===== config.mk =====
export PLATFORM = sky130hd
export DESIGN_NAME = mem_access_ctrl
export DESIGN_NICKNAME = d
export VERILOG_FILES = /design/src/rtl/mem_access_ctrl.sv
export SDC_FILE = /design/constraint.sdc
export NUM_CORES = 1
export LEC_CHECK = 0
export CAP_MARGIN = 10
export CORE_ASPECT_RATIO = 2
export CORE_MARGIN = 2
export CORE_UTILIZATION = 49
export DETAILED_ROUTE_END_ITERATION = 8
export PLACE_DENSITY = 0.86
export SYNTH_ARGS = -nofsm -noshare
export SYNTH_HDL_FRONTEND = slang
export SYNTH_SLANG_ARGS = --single-unit

===== constraint.sdc =====
create_clock -name clk -period 4.55 [get_ports clk]
set_input_delay 0.91 -clock clk [delete_from_list [all_inputs] [get_ports clk]]
set_output_delay 0.91 -clock clk [all_outputs]
set_load 0.05 [all_outputs]

===== src/rtl/mem_access_ctrl.sv =====
// Load/store unit between a CPU and a word-wide, little-endian data memory.
// Sub-word stores are done as read-modify-write; illegal accesses are rejected early.
module mem_access_ctrl #(
   parameter int ADDR_W    = 14,
   parameter int MEM_BYTES = 12288
) (
   input  logic              clk,
   input  logic              reset,
   input  logic              req,
   input  logic              wr,
   input  logic [1:0]        size,
   input  logic              sign_ext,
   input  logic [ADDR_W-1:0] addr,
   input  logic [31:0]       wdata,
   output logic              ready,
   output logic              err,
   output logic [31:0]       rdata,
   output logic              busy,
   output logic [ADDR_W-1:0] dm_addr,
   output logic [31:0]       dm_din,
   output logic              dm_we,
   input  logic [31:0]       dm_dout
);

   typedef enum logic [2:0] {
      IDLE   = 3'd0,
      LOAD   = 3'd1,
      RMW_RD = 3'd2,
      WRITE  = 3'd3,
      RESP   = 3'd4,
      ERR    = 3'd5
   } state_t;

   state_t              state_q, state_d;
   logic [ADDR_W-1:0]   addr_q;
   logic [1:0]          size_q;
   logic                sext_q;
   logic [31:0]         wdata_q;
   logic [31:0]         rdata_q;
   logic [31:0]         din_q;
   logic                acc_err_s;

   function automatic logic out_of_range(input logic [ADDR_W-1:0] a);
      logic [31:0] base;
      base = 32'(a) & 32'hFFFF_FFFC;
      return (base + 32'd3) >= 32'(MEM_BYTES);
   endfunction

   function automatic logic [31:0] load_extend(input logic [31:0] word, input logic [1:0] off,
                                               input logic [1:0] sz, input logic sx);
      logic [7:0]  b;
      logic [15:0] h;
      logic [31:0] r;
      b = word[{off, 3'b000} +: 8];
      h = off[1] ? word[31:16] : word[15:0];
      case (sz)
         2'b00:   r = sx ? {{24{b[7]}}, b} : {24'd0, b};
         2'b01:   r = sx ? {{16{h[15]}}, h} : {16'd0, h};
         default: r = word;
      endcase
      return r;
   endfunction

   function automatic logic [31:0] store_merge(input logic [31:0] word, input logic [31:0] wd,
                                               input logic [1:0] off, input logic [1:0] sz);
      logic [31:0] r;
      r = word;
      case (sz)
         2'b00:   r[{off, 3'b000} +: 8] = wd[7:0];
         2'b01:   r[{off[1], 4'b0000} +: 16] = wd[15:0];
         default: r = wd;
      endcase
      return r;
   endfunction

   // Reject misaligned, illegal-size and out-of-memory requests before any memory access.
   always_comb begin
      acc_err_s = 1'b0;
      if (size == 2'b11) begin
         acc_err_s = 1'b1;
      end else if ((size == 2'b01) && addr[0]) begin
         acc_err_s = 1'b1;
      end else if ((size == 2'b10) && (addr[1:0] != 2'b00)) begin
         acc_err_s = 1'b1;
      end else begin
         acc_err_s = out_of_range(addr);
      end
   end

   // Next-state decode.
   always_comb begin
      state_d = state_q;
      case (state_q)
         IDLE: begin
            if (!req) begin
               state_d = IDLE;
            end else if (acc_err_s) begin
               state_d = ERR;
            end else if (!wr) begin
               state_d = LOAD;
            end else if (size == 2'b10) begin
               state_d = WRITE;
            end else begin
               state_d = RMW_RD;
            end
         end
         LOAD:    state_d = RESP;
         RMW_RD:  state_d = WRITE;
         WRITE:   state_d = RESP;
         RESP:    state_d = IDLE;
         ERR:     state_d = IDLE;
         default: state_d = IDLE;
      endcase
   end

   // State register.
   always_ff @(posedge clk or posedge reset) begin
      if (reset) begin
         state_q <= IDLE;
      end else begin
         state_q <= state_d;
      end
   end

   // Request capture, load result and store word; dm_din is loaded with wdata so word stores skip RMW.
   always_ff @(posedge clk or posedge reset) begin
      if (reset) begin
         addr_q  <= '0;
         size_q  <= 2'b00;
         sext_q  <= 1'b0;
         wdata_q <= 32'd0;
         rdata_q <= 32'd0;
         din_q   <= 32'd0;
      end else begin
         if ((state_q == IDLE) && req) begin
            addr_q  <= addr;
            size_q  <= size;
            sext_q  <= sign_ext;
            wdata_q <= wdata;
            if (wr) begin
               din_q <= wdata;
            end
         end
         if (state_q == LOAD) begin
            rdata_q <= load_extend(dm_dout, addr_q[1:0], size_q, sext_q);
         end
         if (state_q == RMW_RD) begin
            din_q <= store_merge(dm_dout, wdata_q, addr_q[1:0], size_q);
         end
      end
   end

   assign ready   = (state_q == RESP) || (state_q == ERR);
   assign err     = (state_q == ERR);
   assign busy    = (state_q != IDLE);
   assign dm_we   = (state_q == WRITE);
   assign dm_addr = {addr_q[ADDR_W-1:2], 2'b00};
   assign dm_din  = din_q;
   assign rdata   = rdata_q;

endmodule

Word level (Yosys, flattened, before mapping)
Index checks and enable logic that the tools add are counted.
Word-level totals
  register bits: 116
  bits in latches: 0
  memory bits (writable): 0
  bits in read-only memories: 0
  input port bits: 85
  output and inout port bits: 82
  word-level logic and storage cells: 55
  memories kept: 0
Cells by class
  $add $sub $neg: 3
  multipliers: 0
  divide/modulo/power cells: 0
  $lt $le $gt $ge: 1
  equal/unequal tests: 9
  shifts and indexed selects: 5
  multiplexer cells: 18
  bitwise operators: 0
  reduce and logical (&&, ||, !) cells: 12
Operators with widths (number)
  $mux W32: 5
  $pmux W32 S2: 2
  $bwmux W32: 2
  $shift A16 B7 Y32 const A: 1
  $shift A8 B7 Y32 const A: 1
  $shiftx A16 B7 Y32: 1
  $shiftx A32 B6 Y8: 1
  $shiftx A8 B7 Y32: 1
  $mux W16: 1
  $add A14 B2 Y15 const B: 1
  $ge A15 B14 Y1 const B: 1
  $neg A5 Y7: 2
  $pmux W3 S3: 1
  $eq A3 B2 Y1 const B: 2
  $eq A3 B3 Y1 const B: 2
  $mux W3: 2
  $reduce_bool A2 Y1: 3
  $eq A2 B1 Y1 const B: 2
  $eq A2 B2 Y1 const B: 2
  $mux W1: 4
  $eq A3 B1 Y1 const B: 1
  $logic_and A1 B1 Y1: 3
  $logic_not A3 Y1: 1
  $reduce_bool A3 Y1: 1
  other kinds (5): 5

Longest topological paths before layout
  depth in word-level cells: 8
  mapped depth: 9
  gate-level depth less buffers: 6

Worst setup path after synthesis
No wires, ideal clock.
  path type: reg-to-output
  from: reg state_q[2]
  to: out err
  arrival time: 1.782 ns
  required time: 3.640 ns
  slack: 1.858 ns
  cell stages (with the launch flop): 4
  buffers on the path: 1
  cell sequence: dfrtp_1 > buf_2 > nor2b_1 > and2_1
On the way
  word-level cells in the longest chain between the ends: 1
Ends and longest elaborated chain
  start: declaration: RTL line 34  | state_t state_q, state_d;
  start signal: assignment: RTL line 121  | state_q <= state_d;
  $eq A3 B3 Y1: RTL line 154  | assign err = (state_q == ERR);
  end: declaration: RTL line 16  | output logic err,
Every way passes these cells.

Final worst setup path
Ends and elaborated chain as after synthesis.

==> impl_metrics.py <==
metrics = {
    "clock_network": {
        "cts_setup_buffers": 0,
        "clockBufferDepth": 2,
        "clock_latency_ps": 420,
        "clk_pin_slew_ps": 60,
        "htreeDepth": 4,
        "cts.sinks": 116,
        "cts_buffers": 17,
        "cts_root_buffer": "clkbuf_16",
        "ctsHoldBuffers": 0,
        "tritoncts": "done",
        "post_cts_resized": 0,
    },
    "routing": {
        "routedWlPerCell_um": 23.3,
        "vias": 5714,
        "drt_first_pass_iters": 7,
        "via_per_inst": 6.43,
        "drt_iter0_markers": 567,
        "drc": 0,
        "ant_nets": 0,
        "postRouteWirelength_mm": 20.7,
    },
    "power": {
        "combPwrFrac_pct": 52.0,
        "p_switching_mw": 3.52,
        "pwr-share-clk_pct": 19.8,
        "p_leak_nw": 3.39,
        "irDropWorstVdd_uv": 766,
        "p_per_area_mw_per_mm2": 896,
        "p_seq_share_pct": 28.2,
        "netSwitchingFraction_pct": 46.9,
        "power.internal_mw": 3.99,
    },
    "layout": {
        "area_delta_synth_final_pct": 36.9,
        "final_cell_mix": "clkdlybuf4s50_1, dfrtp_1, mux2_2",
        "fillerInstances": 852,
        "n_antenna_cell": 0,
        "layout_commonest_cell": "clkdlybuf4s50_1",
        "multi_input_area_mm2": 0.00292,
        "drive_gt1_share_pct": 15.4,
        "fin_nets": 818,
        "seq_area_mm2": 0.00290,
    },
    "floorplanning": {
        "die_w_um": 83.1,
        "rows": 57,
        "design.die.area_mm2": 0.0135,
        "io_pins": 167,
        "die_h_um": 162,
        "core_area_mm2": 0.0122,
        "start_util_pct": 50.3,
    },
    "setup_path": {
        "arrival_ps": 2190,
        "reg2reg_to": "dm_din[5]",
        "end_kind": "primary output",
        "critical_path.startpoint": "state_q[2]",
        "crit_end": "err",
        "start_kind": "flip-flop",
        "critical_path_class": "flip-flop to primary output",
        "cp_max_fo": 11,
        "r2r_slack_ps": 1610,
        "r2r-start": "addr_q[0]",
        "rr_worst_depth": 6,
        "worstPathRequired_ps": 3640,
    },
    "yosys": {
        "synth_seq_cells": 116,
        "async_flop_share_pct": 100,
        "synthFlopType": "dfrtp_1",
        "synth_edf_count": 0,
        "synth_cell_types": 50,
        "syn_area_mm2": 0.00613,
        "avgSynthCellArea_um2": 10.3,
        "yosys_warnings": 0,
        "yosysSeqAreaShare_pct": 47.4,
        "synthCells": 596,
    },
    "timing": {
        "max-slew-margin-rel_pct": 21.3,
        "finalSetupViolCount": 0,
        "layout_setup_ws_ps": 1450,
        "fin_crit_sh_pct": 68.1,
        "setup_tns_ps": 0,
        "finalCriticalPeriod_ps": 3100,
        "worst_slew_pin_slew_ps": 1180,
        "rsz0062_at_grt": "false",
        "hold_violations": 0,
        "fin_skew_ps": 8.51,
        "fmax_mhz": 323,
        "slew_viol_final": 0,
    },
    "global_route": {
        "grt_pass1_vias": 5707,
        "grt_pass1_wl_mm": 31.8,
        "grt_usage_pct": 30.6,
        "gr-total-overflow": 0,
        "grt_max_degree": 55,
        "antenna_found_initial": 0,
    },
    "place": {
        "hpwl_mm": 14.8,
        "place.gp.congestion": 0.892,
        "portBuffers": 164,
        "pre_cts_slack_ps": 1370,
    },
    "outcome": {
        "status": "finished clean",
    },
    "worst_hold_path": {
        "hp-class": "flip-flop to flip-flop",
    },
    "job": {
        "cap_violations": 0,
    },
}
-- kinds of logic (layout without fill, tap and decap cells) --
logic type               after synthesis  in the layout  share of synthesized area [%]
AND/OR/NAND/NOR                      184            184                           15.3
AO/OA/AOI/OAI                        153            153                           18.3
flip-flops                           116            116                           47.4
multiplexers                          72             72                           12.7
buffers and inverters                 65            209                           5.29
adder cells (fa/ha/maj)                5              5                           1.02
other                                  1              2                         0.0612
-- final cells by class --
cell class	instances	share of cell area [%]
Multi-Input combinational cell	416	34.8
Sequential cell	116	34.6
Timing Repair Buffer	171	20.2
Clock buffer	18	5.23
Clock inverter	14	2.65
Tap cell	147	2.19
Inverter	6	0.298
-- per-stage QoR --
step / cells / power, mW / hold slack (ps) / util (%) / instance area [µm²]
detailed placement: 856 / 5.97 / 482 / 63.4 / 7730
global placement: 856 / 5.86 / 475 / 63.4 / 7730
global route: 888 / 7.81 / 520 / 68.8 / 8390
CTS: 888 / 7.48 / 493 / 68.8 / 8390
finish: 888 / 7.51 / 491 / 68.8 / 8390
floorplan: 597 / 4.74 / 481 / - / 6130
-- metal layers --
layer  part of all wire, %  GRT usage (%)  wire length [µm]
met4                   8.1           22.6              1670
met5                     0              0                 0
met1                    35           35.1              7180
met2                    50           49.9             10400
met3                   7.2           6.76              1500
-- critical path, cell delays in order, from the launching register on --
cell,delay (ps)
dfrtp_1,580
nor2b_1,240
and2_1,150
clkdlybuf4s50_1,800
-- synthesized netlist by cell type, types with 21 or more instances --
| library cell | instances | area [µm²] |
|---|---|---|
| dfrtp_1 | 116 | 2900 |
| mux2_2 | 47 | 529 |
| nand2_1 | 42 | 158 |
| nand3_1 | 36 | 180 |
| nor2_1 | 35 | 131 |
| nor3_1 | 31 | 155 |
| clkbuf_1 | 28 | 105 |
| a21oi_1 | 27 | 135 |
| mux2i_1 | 25 | 250 |
| a221oi_1 | 22 | 193 |
| o21ai_0 | 21 | 105 |
-- power groups by stage --
stage / Sequential [mW] / Clock, mW / Combinational [mW]
2_1_floorplan: 2.78 / 0 / 1.96
3_3_place_gp: 2.07 / 0 / 3.78
3_5_place_dp: 2.10 / 0 / 3.87
4_1_cts: 2.09 / 1.50 / 3.90
5_1_grt: 2.15 / 1.55 / 4.11
6_report: 2.12 / 1.49 / 3.91
-- registers in the layout (all words and copies together) (netlist names) --
signal   cells
dm_din      32
rdata       32
wdata_q     32
addr_q      14
state_q      3
size_q       2
sext_q       1
-- worst min path at each step --
stage	start	endpoint	slack, ps	depth (start not counted)
floorplan	wdata_q[30]	wdata_q[30]	480	1
global placement	rdata[20]	rdata[20]	480	2
CTS	rdata[17]	rdata[17]	490	2
detailed placement	rdata[17]	rdata[17]	480	2
global route	wdata_q[21]	wdata_q[21]	520	1
finish	rdata[17]	rdata[17]	490	2
No activity file was read; power rests on OpenSTA's default activity.
